File: src/rtl/timer_preset_ctrl.sv
// Control stage for the six-digit BCD countdown timer: preset editor, load strobe, run enable.
// Define TIMER_PRESET_BLINK_EN to build the edit-digit blink generator; otherwise blank is tied low.
module timer_preset_ctrl #(
  parameter int unsigned BLINK_DIV   = 25_000_000,
  parameter logic [23:0] PRESET_INIT = 24'h010000
) (
  input  logic        CLK,
  input  logic        RST,
  input  logic        btn_sel,
  input  logic        btn_inc,
  input  logic        btn_dec,
  input  logic        btn_start,
  input  logic        btn_mode,
  input  logic        tmr_zero,
  output logic [23:0] preset,
  output logic        load,
  output logic        run_en,
  output logic [2:0]  edit_sel,
  output logic [5:0]  blank,
  output logic [1:0]  state
);

  typedef enum logic [1:0] {
    EDIT    = 2'd0,
    RUN     = 2'd1,
    PAUSE   = 2'd2,
    ILLEGAL = 2'd3
  } state_t;

  state_t      r_state;
  logic [23:0] r_preset;
  logic        r_load;
  logic        r_runEn;
  logic [2:0]  r_editSel;

  state_t      w_nextState;
  logic        w_nextLoad;
  logic        w_nextRunEn;
  logic        w_editAllowed;
  logic [23:0] w_nextPreset;
  logic [2:0]  w_nextEditSel;
  logic [3:0]  w_selDigit;
  logic [3:0]  w_maxDigit;
  logic [3:0]  w_newDigit;

  always_ff @(posedge CLK) begin
    if (RST) begin
      r_state   <= EDIT;
      r_preset  <= PRESET_INIT;
      r_load    <= 1'b0;
      r_runEn   <= 1'b0;
      r_editSel <= 3'd0;
    end else begin
      r_state   <= w_nextState;
      r_preset  <= w_nextPreset;
      r_load    <= w_nextLoad;
      r_runEn   <= w_nextRunEn;
      r_editSel <= w_nextEditSel;
    end
  end

  // A zero count in RUN takes precedence over a simultaneous pause request.
  always_comb begin
    w_nextState   = r_state;
    w_nextLoad    = 1'b0;
    w_nextRunEn   = 1'b0;
    w_editAllowed = 1'b0;
    case (r_state)
      EDIT: begin
        if (btn_start && (r_preset != 24'h0)) begin
          w_nextState = RUN;
          w_nextLoad  = 1'b1;
          w_nextRunEn = 1'b1;
        end else begin
          w_editAllowed = 1'b1;
        end
      end
      RUN: begin
        if (tmr_zero) begin
          w_nextState = EDIT;
        end else if (btn_start) begin
          w_nextState = PAUSE;
        end else begin
          w_nextRunEn = 1'b1;
        end
      end
      PAUSE: begin
        if (btn_start) begin
          w_nextState = RUN;
          w_nextRunEn = 1'b1;
        end else if (btn_mode) begin
          w_nextState = EDIT;
        end
      end
      default: begin
        w_nextState = EDIT;
      end
    endcase
  end

  // Tens-of-seconds and tens-of-minutes digits wrap at 5, the rest at 9.
  always_comb begin
    w_nextPreset  = r_preset;
    w_nextEditSel = r_editSel;
    w_selDigit    = 4'd0;
    for (int i = 0; i < 6; i++) begin
      if (r_editSel == 3'(i)) w_selDigit = r_preset[4*i +: 4];
    end
    w_maxDigit = ((r_editSel == 3'd1) || (r_editSel == 3'd3)) ? 4'd5 : 4'd9;
    w_newDigit = w_selDigit;
    if (btn_inc && !btn_dec) begin
      w_newDigit = (w_selDigit >= w_maxDigit) ? 4'd0 : w_selDigit + 4'd1;
    end else if (btn_dec && !btn_inc) begin
      w_newDigit = (w_selDigit == 4'd0) ? w_maxDigit : w_selDigit - 4'd1;
    end
    if (w_editAllowed) begin
      for (int i = 0; i < 6; i++) begin
        if (r_editSel == 3'(i)) w_nextPreset[4*i +: 4] = w_newDigit;
      end
      if (btn_sel) w_nextEditSel = (r_editSel == 3'd5) ? 3'd0 : r_editSel + 3'd1;
    end
  end

`ifdef TIMER_PRESET_BLINK_EN
  localparam int CNT_W = (BLINK_DIV > 1) ? $clog2(BLINK_DIV) : 1;

  logic [CNT_W-1:0] r_blinkCnt;
  logic             r_blinkPhase;
  logic [CNT_W-1:0] w_nextBlinkCnt;
  logic             w_nextBlinkPhase;

  always_ff @(posedge CLK) begin
    if (RST) begin
      r_blinkCnt   <= '0;
      r_blinkPhase <= 1'b0;
    end else begin
      r_blinkCnt   <= w_nextBlinkCnt;
      r_blinkPhase <= w_nextBlinkPhase;
    end
  end

  // Any edit press restarts the blink with the digit visible.
  always_comb begin
    w_nextBlinkCnt   = r_blinkCnt + 1'b1;
    w_nextBlinkPhase = r_blinkPhase;
    if ((r_state == EDIT) && (btn_sel || btn_inc || btn_dec)) begin
      w_nextBlinkCnt   = '0;
      w_nextBlinkPhase = 1'b0;
    end else if (r_blinkCnt == CNT_W'(BLINK_DIV - 1)) begin
      w_nextBlinkCnt   = '0;
      w_nextBlinkPhase = ~r_blinkPhase;
    end
  end

  assign blank = ((r_state == EDIT) && r_blinkPhase) ? (6'b000001 << r_editSel) : 6'b0;
`else
  assign blank = 6'b0;
`endif

  assign preset   = r_preset;
  assign load     = r_load;
  assign run_en   = r_runEn;
  assign edit_sel = r_editSel;
  assign state    = r_state;

endmodule

File: config.mk
export PLATFORM = sky130hd
export DESIGN_NAME = timer_preset_ctrl
export DESIGN_NICKNAME = d
export VERILOG_FILES = /design/src/rtl/timer_preset_ctrl.sv
export SDC_FILE = /design/constraint.sdc
export NUM_CORES = 1
export LEC_CHECK = 0
export CAP_MARGIN = 20
export CORE_MARGIN = 1.5
export CORE_UTILIZATION = 54
export DETAILED_ROUTE_END_ITERATION = 8
export GPL_TIMING_DRIVEN = 0
export PLACE_DENSITY = 0.88
export SLEW_MARGIN = 10
export SYNTH_ARGS = -nofsm -noshare
export SYNTH_HDL_FRONTEND = slang
export SYNTH_SLANG_ARGS = --single-unit
File: constraint.sdc
create_clock -name CLK -period 6.1 [get_ports CLK]
set_clock_uncertainty 0.05 [all_clocks]
set_input_delay 1.22 -clock CLK [delete_from_list [all_inputs] [get_ports CLK]]
set_output_delay 1.22 -clock CLK [all_outputs]
set_load 0.1 [all_outputs]
-- After elaboration in Yosys (flattened, before gate mapping)
Cells that the tools add are included.
W data, S select, Z words.
- ROM bits: 0
- output and inout port bits: 37
- latch bits: 0
- memories: 0
- RAM bits: 0
- input bits: 8
- flip-flop bits (word level): 31
- logic and storage cells: 69
- equality and inequality tests: 10
- add/sub/neg operators: 3
- bitwise gates (word level): 1
- $mul: 0
- reduce and logical (&&, ||, !) cells: 19
- shift operators: 0
- muxes and demuxes: 25
- $lt $le $gt $ge: 1
- divide/modulo/power cells: 0
- operator list (operator ; count):
    $mux W4 ; 11
    $reduce_bool A24 Y1 ; 1
    $reduce_and A2 Y1 ; 7
    $mux W2 ; 5
    $eq A3 B2 Y1 const B ; 2
    $eq A3 B3 Y1 const B ; 2
    $mux W1 ; 6
    $ne A3 B3 Y1 const B ; 2
    $pmux W2 S3 ; 1
    $add A4 B1 Y4 const B ; 1
    $ge A4 B4 Y1 ; 1
    $logic_not A4 Y1 ; 1
    $sub A4 B1 Y4 const B ; 1
    $add A3 B1 Y3 const B ; 1
    $eq A3 B1 Y1 const B ; 1
    $logic_and A1 B1 Y1 ; 3
    $logic_not A3 Y1 ; 1
    $mux W3 ; 1
    $pmux W1 S3 ; 1
    $reduce_and A3 Y1 ; 1
    $eq A2 B1 Y1 const B ; 1
    $eq A2 B2 Y1 const B ; 1
    $logic_not A1 Y1 ; 2
    $logic_not A2 Y1 ; 1
    other kinds (4) ; 4

-- Logic depth before layout (Yosys ltp)
- depth in word-level cells: 11
- depth in mapped cells: 16
- gate-level depth less buffers: 13

-- Least setup slack after synthesis
No wires, ideal clock.
- path type: register to register
- from: register r_editSel[0], in the netlist edit_sel[0]
- to: register r_preset[13], in the netlist preset[13]
- buffers on the path: 3
- period minus slack after synthesis: 4.208 ns
- library setup time: 0.156 ns
- slack: 1.892 ns
- stages on the path, launching flop included: 15
- data arrival time: 4.002 ns
- required time: 5.894 ns
- cell sequence: dfxtp_1 -> buf_6 -> clkbuf_1 -> and2_1 -> ha_1 -> clkbuf_1 -> a2111oi_0 -> or3_1 -> ha_1 -> nand2b_1 -> a21oi_1 -> o31ai_2 -> a211oi_1 -> a222oi_1 -> a211oi_1
- longest elaborated chain between the ends: 11
- elaborated cells on any way between the ends: 23
- those cells by class: add/sub: 2; order compare: 1; eq/ne: 5; mux: 11; reduce/logical: 4
- RTL lines (item ; RTL line ; source):
    from (decl) ; 34 ; logic [2:0] r_editSel;
    from (signal assigned) ; 58 ; r_editSel <= w_nextEditSel;
    $logic_not A3 Y1 ; 107 ; if (r_editSel == 3'(i)) w_selDigit = r_preset[4*i +: 4];
    $mux W4 (6 in a row) ; 107 ;
    $sub A4 B1 Y4 / $logic_not A4 Y1 (equally long branches) ; 114 ; w_newDigit = (w_selDigit == 4'd0) ? w_maxDigit : w_selDigit - 4'd1;
    $mux W4 ; 114 ;
    $mux W4 ; 113 ; end else if (btn_dec && !btn_inc) begin
    $mux W4 ; 111 ; if (btn_inc && !btn_dec) begin
    to (signal assigned) ; 55 ; r_preset <= w_nextPreset;
    to (decl) ; 31 ; logic [23:0] r_preset;
Parallel ways exist; a longest one is shown, timed or not.
A chain may end at the register's enable or synchronous reset.

-- Worst setup path after layout
- from: register r_editSel[0], in the netlist edit_sel[0]
- to: register r_preset[1], in the netlist preset[1]
- longest elaborated chain between the ends: 11
- elaborated cells on any way between the ends: 23
- those cells by class: add/sub: 2; order compare: 1; eq/ne: 5; mux: 11; reduce/logical: 4
- RTL lines (item ; RTL line):
    $logic_not A3 Y1 ; 107, 118
    $mux W4 (6 in a row) ; 107
    $sub A4 B1 Y4 / $logic_not A4 Y1 (equally long branches) ; 114
    $mux W4 ; 114
    $mux W4 ; 113
    $mux W4 ; 111
Parallel ways exist; a longest one is shown, timed or not.

==> results.toml <==
[run_status]
status = "completed"

[detailed_routing]
detailedRoute.firstPassIterationCount = 5
via_count = 2046
drt_iter0_drc = 216
drc = 0
route.detailed.wl_per_inst_um = 16.5
detail_route.wirelength_um = 5580
drt.antenna.violating_nets = 0
routed_via_density = 6.05

[global_route]
grt.overflow.total = 0
grt_most_used_layer = "met2"
pin_count_of_the_biggest_net_entering_global_routing = 12
groute.layer.met1.usage = 0.414
antenna_found_initial = 0
grt_use_met2 = 0.454
grt_pass1_vias = 1834
track_usage = 0.289
grt_util_met3 = 0.0440
grt_first_pass_wirelength_um = 9180

[place]
placement.cell_area_mm2 = 0.00245
place_hpwl_um = 4110
place_ws_ns = 1.61
port-buffer-count = 37
place_congestion = 0.876
placed_instances = 330

[pwr]
report.power.total_mw = 0.641
worst_case_vdd_ir_drop_mv = 0.170
power.density_cell_area_mw_per_mm2 = 250
leakage_power_figure_nw = 0.948

[sta]
max_freq_ghz = 0.218
report.final.hold_viol_count = 0
finalSetupViolations = 0
slew_headroom = 0.245
fin_tns_setup_ns = 0
minimum_clock_period_after_layout_ns = 4.58
timing_worst_slew_pin_value_ns = 1.13
post_layout_worst_setup_margin_ns = 1.52
final.hold.worst_slack_ns = 0.474
rsz_0062_raised_after_global_routing = "no"
maxSlewViolCount = 0
fin_crit_sh = 0.751

[logic_synthesis]
post_synth.cell_area_avg_um2 = 8.30
synth-async-reset-ratio = 0
count_of_cell_types_in_the_netlist = 62
yosys-top-cells-area = "sky130_fd_sc_hd__dfxtp_1, sky130_fd_sc_hd__nor2_1, sky130_fd_sc_hd__a211oi_1"
synthDominantAreaCellType = "sky130_fd_sc_hd__dfxtp_1"
synth-edff-count = 0
synth_cells = 242
synth_seq_cells = 31
yosys.area.top_type_share = 0.309
synthesis.yosys.warnings = 0
synth_flop_cell = "sky130_fd_sc_hd__dfxtp_1"
mappedNetlistArea_mm2 = 0.00201
seq_area_frac_synth = 0.309

[clock_network]
hold_buffers = 0
clock-sinks = 31
ctsResizeCount = 0
cts_tree = "done"
cts-root-buf = "sky130_fd_sc_hd__clkbuf_8"
path_clk_slew_ns = 0.07
cts.path.max_buffers = 2
insertion_delay_to_the_later_sink_of_the_worst_skew_pair_ns = 0.29
number_of_buffers_added_for_setup_after_cts = 0
cts_h_tree_lvls = 2
cts_buffers = 5

[worst_setup_path]
critPathMaxFanout = 10
critPathCaptureType = "flop"
reg2reg_to = "preset[1]$_SDFFE_PP0P_"
timing.critical_path.arrival_ns = 4.64
worstSetupStartpointType = "flop"
path_class = "flop to flop"
start_of_the_worst_register_to_register_path = "edit_sel[0]$_SDFFE_PP0P_"
ff2ff_path_depth = 14
reg2reg_slack_ns = 1.52
required_ns = 6.15

[final_layout]
area_delta_synth_final_pct = 27.9
drive_above_1_share = 0.110
antenna_cells_inserted = 0
design.final.nets = 305
final_core_utilization = 0.746
finalInstanceArea_mm2 = 0.00257
stdcell_count = 338

[die]
floorplan.die_area_mm2 = 0.00409
num_rows = 21
initial_core_util = 0.583
die_height_um = 64.0
placeableCoreArea_mm2 = 0.00344
number_of_ports_placed_on_the_die_boundary = 45
die_width_um = 64.0

[min_path]
timing.hold.worst.class = "flop to flop"
hold_path.startpoint = "preset[18]$_SDFFE_PP0P_"
worst_hold_path.num_cells = 2
min_to = "preset[18]$_SDFFE_PP0P_"

[job]
max_cap_viol = 0
-- cells in the mapped netlist (2+ instances only) --
cell type                   count
sky130_fd_sc_hd__a2111oi_0      3
sky130_fd_sc_hd__a211o_1        3
sky130_fd_sc_hd__a211oi_1      12
sky130_fd_sc_hd__a21o_1         2
sky130_fd_sc_hd__a21oi_1        9
sky130_fd_sc_hd__a311oi_1       3
sky130_fd_sc_hd__a31oi_1        6
sky130_fd_sc_hd__and2_1         2
sky130_fd_sc_hd__and4_1         2
sky130_fd_sc_hd__and4b_1        2
sky130_fd_sc_hd__and4bb_2       2
sky130_fd_sc_hd__buf_1          6
sky130_fd_sc_hd__buf_4          7
sky130_fd_sc_hd__buf_6          2
sky130_fd_sc_hd__clkbuf_1       7
sky130_fd_sc_hd__dfxtp_1       31
sky130_fd_sc_hd__ha_1           6
sky130_fd_sc_hd__inv_1          4
sky130_fd_sc_hd__mux2_2         3
sky130_fd_sc_hd__mux2i_1        4
sky130_fd_sc_hd__nand2_1       20
sky130_fd_sc_hd__nand2b_1       5
sky130_fd_sc_hd__nand3_1        4
sky130_fd_sc_hd__nand4_1        3
sky130_fd_sc_hd__nor2_1        26
sky130_fd_sc_hd__nor2b_1        6
sky130_fd_sc_hd__nor3_1         4
sky130_fd_sc_hd__nor4_1         6
sky130_fd_sc_hd__o21ai_0       11
sky130_fd_sc_hd__o21ai_1        3
sky130_fd_sc_hd__o32ai_1        6
sky130_fd_sc_hd__or3_1          2
-- layout by cell type (no fill, tap or decap), types with 2 or more instances in the layout --
cell / n
sky130_fd_sc_hd__clkdlybuf4s50_1: 37
sky130_fd_sc_hd__dfxtp_1: 31
sky130_fd_sc_hd__nor2_1: 26
sky130_fd_sc_hd__nand2_1: 20
sky130_fd_sc_hd__a211oi_1: 12
sky130_fd_sc_hd__o21ai_0: 11
sky130_fd_sc_hd__a21oi_1: 9
sky130_fd_sc_hd__clkbuf_1: 7
sky130_fd_sc_hd__buf_4: 7
sky130_fd_sc_hd__nor2b_1: 6
sky130_fd_sc_hd__nor4_1: 6
sky130_fd_sc_hd__buf_1: 6
sky130_fd_sc_hd__o32ai_1: 6
sky130_fd_sc_hd__a31oi_1: 6
sky130_fd_sc_hd__ha_1: 6
sky130_fd_sc_hd__conb_1: 6
sky130_fd_sc_hd__nand2b_1: 5
sky130_fd_sc_hd__clkbuf_8: 5
sky130_fd_sc_hd__inv_1: 4
sky130_fd_sc_hd__nor3_1: 4
sky130_fd_sc_hd__mux2i_1: 4
sky130_fd_sc_hd__nand3_1: 4
sky130_fd_sc_hd__mux2_2: 3
sky130_fd_sc_hd__a2111oi_0: 3
sky130_fd_sc_hd__a211o_1: 3
sky130_fd_sc_hd__o21ai_1: 3
sky130_fd_sc_hd__nand4_1: 3
sky130_fd_sc_hd__a311oi_1: 3
sky130_fd_sc_hd__buf_6: 2
sky130_fd_sc_hd__and4bb_2: 2
sky130_fd_sc_hd__or3_1: 2
sky130_fd_sc_hd__and2_1: 2
sky130_fd_sc_hd__a21o_1: 2
sky130_fd_sc_hd__and4b_1: 2
sky130_fd_sc_hd__and4_1: 2
-- per-layer routing --
layer	vias up	share of wire	wire length [µm]
met5	-	0	0
met4	0	0.0099	55
met3	8	0.078	437
met2	90	0.46	2590
met1	947	0.45	2500
li1	1001	-	-
-- cells by family after synthesis --
family / Yosys count / synth area share
flip-flops: 31 / 0.309
multiplexers: 8 / 0.0442
other: 1 / 0.00187
buffers and inverters: 29 / 0.0760
AO/OA/AOI/OAI: 73 / 0.277
AND/OR/NAND/NOR: 93 / 0.250
adder cells (fa/ha/maj): 6 / 0.0374
XOR/XNOR: 1 / 0.00436
-- power breakdown --
group          total [mW]  switching (mW)  internal [mW]
logic               0.218           0.153         0.0650
registers           0.218         0.00871          0.210
clock network       0.204          0.0826          0.122
-- worst max-delay path by stage --
stage	end	from	depth (start not counted)	slack (ns)
floorplan	preset[13]$_SDFFE_PP0P_	edit_sel[0]$_SDFFE_PP0P_	14	1.89
global placement	preset[17]$_SDFFE_PP0P_	edit_sel[0]$_SDFFE_PP0P_	14	1.69
detailed placement	preset[1]$_SDFFE_PP0P_	edit_sel[0]$_SDFFE_PP0P_	14	1.61
CTS	preset[1]$_SDFFE_PP0P_	edit_sel[0]$_SDFFE_PP0P_	14	1.60
global route	preset[13]$_SDFFE_PP0P_	edit_sel[0]$_SDFFE_PP0P_	15	1.26
finish	preset[1]$_SDFFE_PP0P_	edit_sel[0]$_SDFFE_PP0P_	14	1.52
-- registers in the layout (all words and copies together), names as in the netlist --
register,cells
preset,24
edit_sel,3
state,2
load,1
run_en,1
-- critical path: stages (launching register included) --
cell and delay [ns]:
sky130_fd_sc_hd__dfxtp_1 0.47, sky130_fd_sc_hd__buf_6 0.19, sky130_fd_sc_hd__clkbuf_1 0.36, sky130_fd_sc_hd__and2_1 0.19, sky130_fd_sc_hd__ha_1 0.14, sky130_fd_sc_hd__clkbuf_1 0.37
sky130_fd_sc_hd__a2111oi_0 0.11, sky130_fd_sc_hd__or3_1 0.45, sky130_fd_sc_hd__ha_1 0.29, sky130_fd_sc_hd__nand2b_1 0.10, sky130_fd_sc_hd__a21oi_1 0.05, sky130_fd_sc_hd__o31ai_2 0.29
sky130_fd_sc_hd__a211oi_1 0.15, sky130_fd_sc_hd__a222oi_1 1.00, sky130_fd_sc_hd__a211oi_1 0.19
-- cell type report --
| type | count | area [µm²] |
|---|---|---|
| multi-input cells | 187 | 1250 |
| fillers | 268 | 875 |
| flip-flops and latches | 31 | 621 |
| repair buffers | 37 | 370 |
| plain buffers | 22 | 124 |
| clock buffers | 5 | 68.8 |
| well taps | 46 | 57.6 |
| clock inverters | 3 | 43.8 |
| inverters | 7 | 28.8 |
Note: power is estimated with default switching activity, not from simulation.
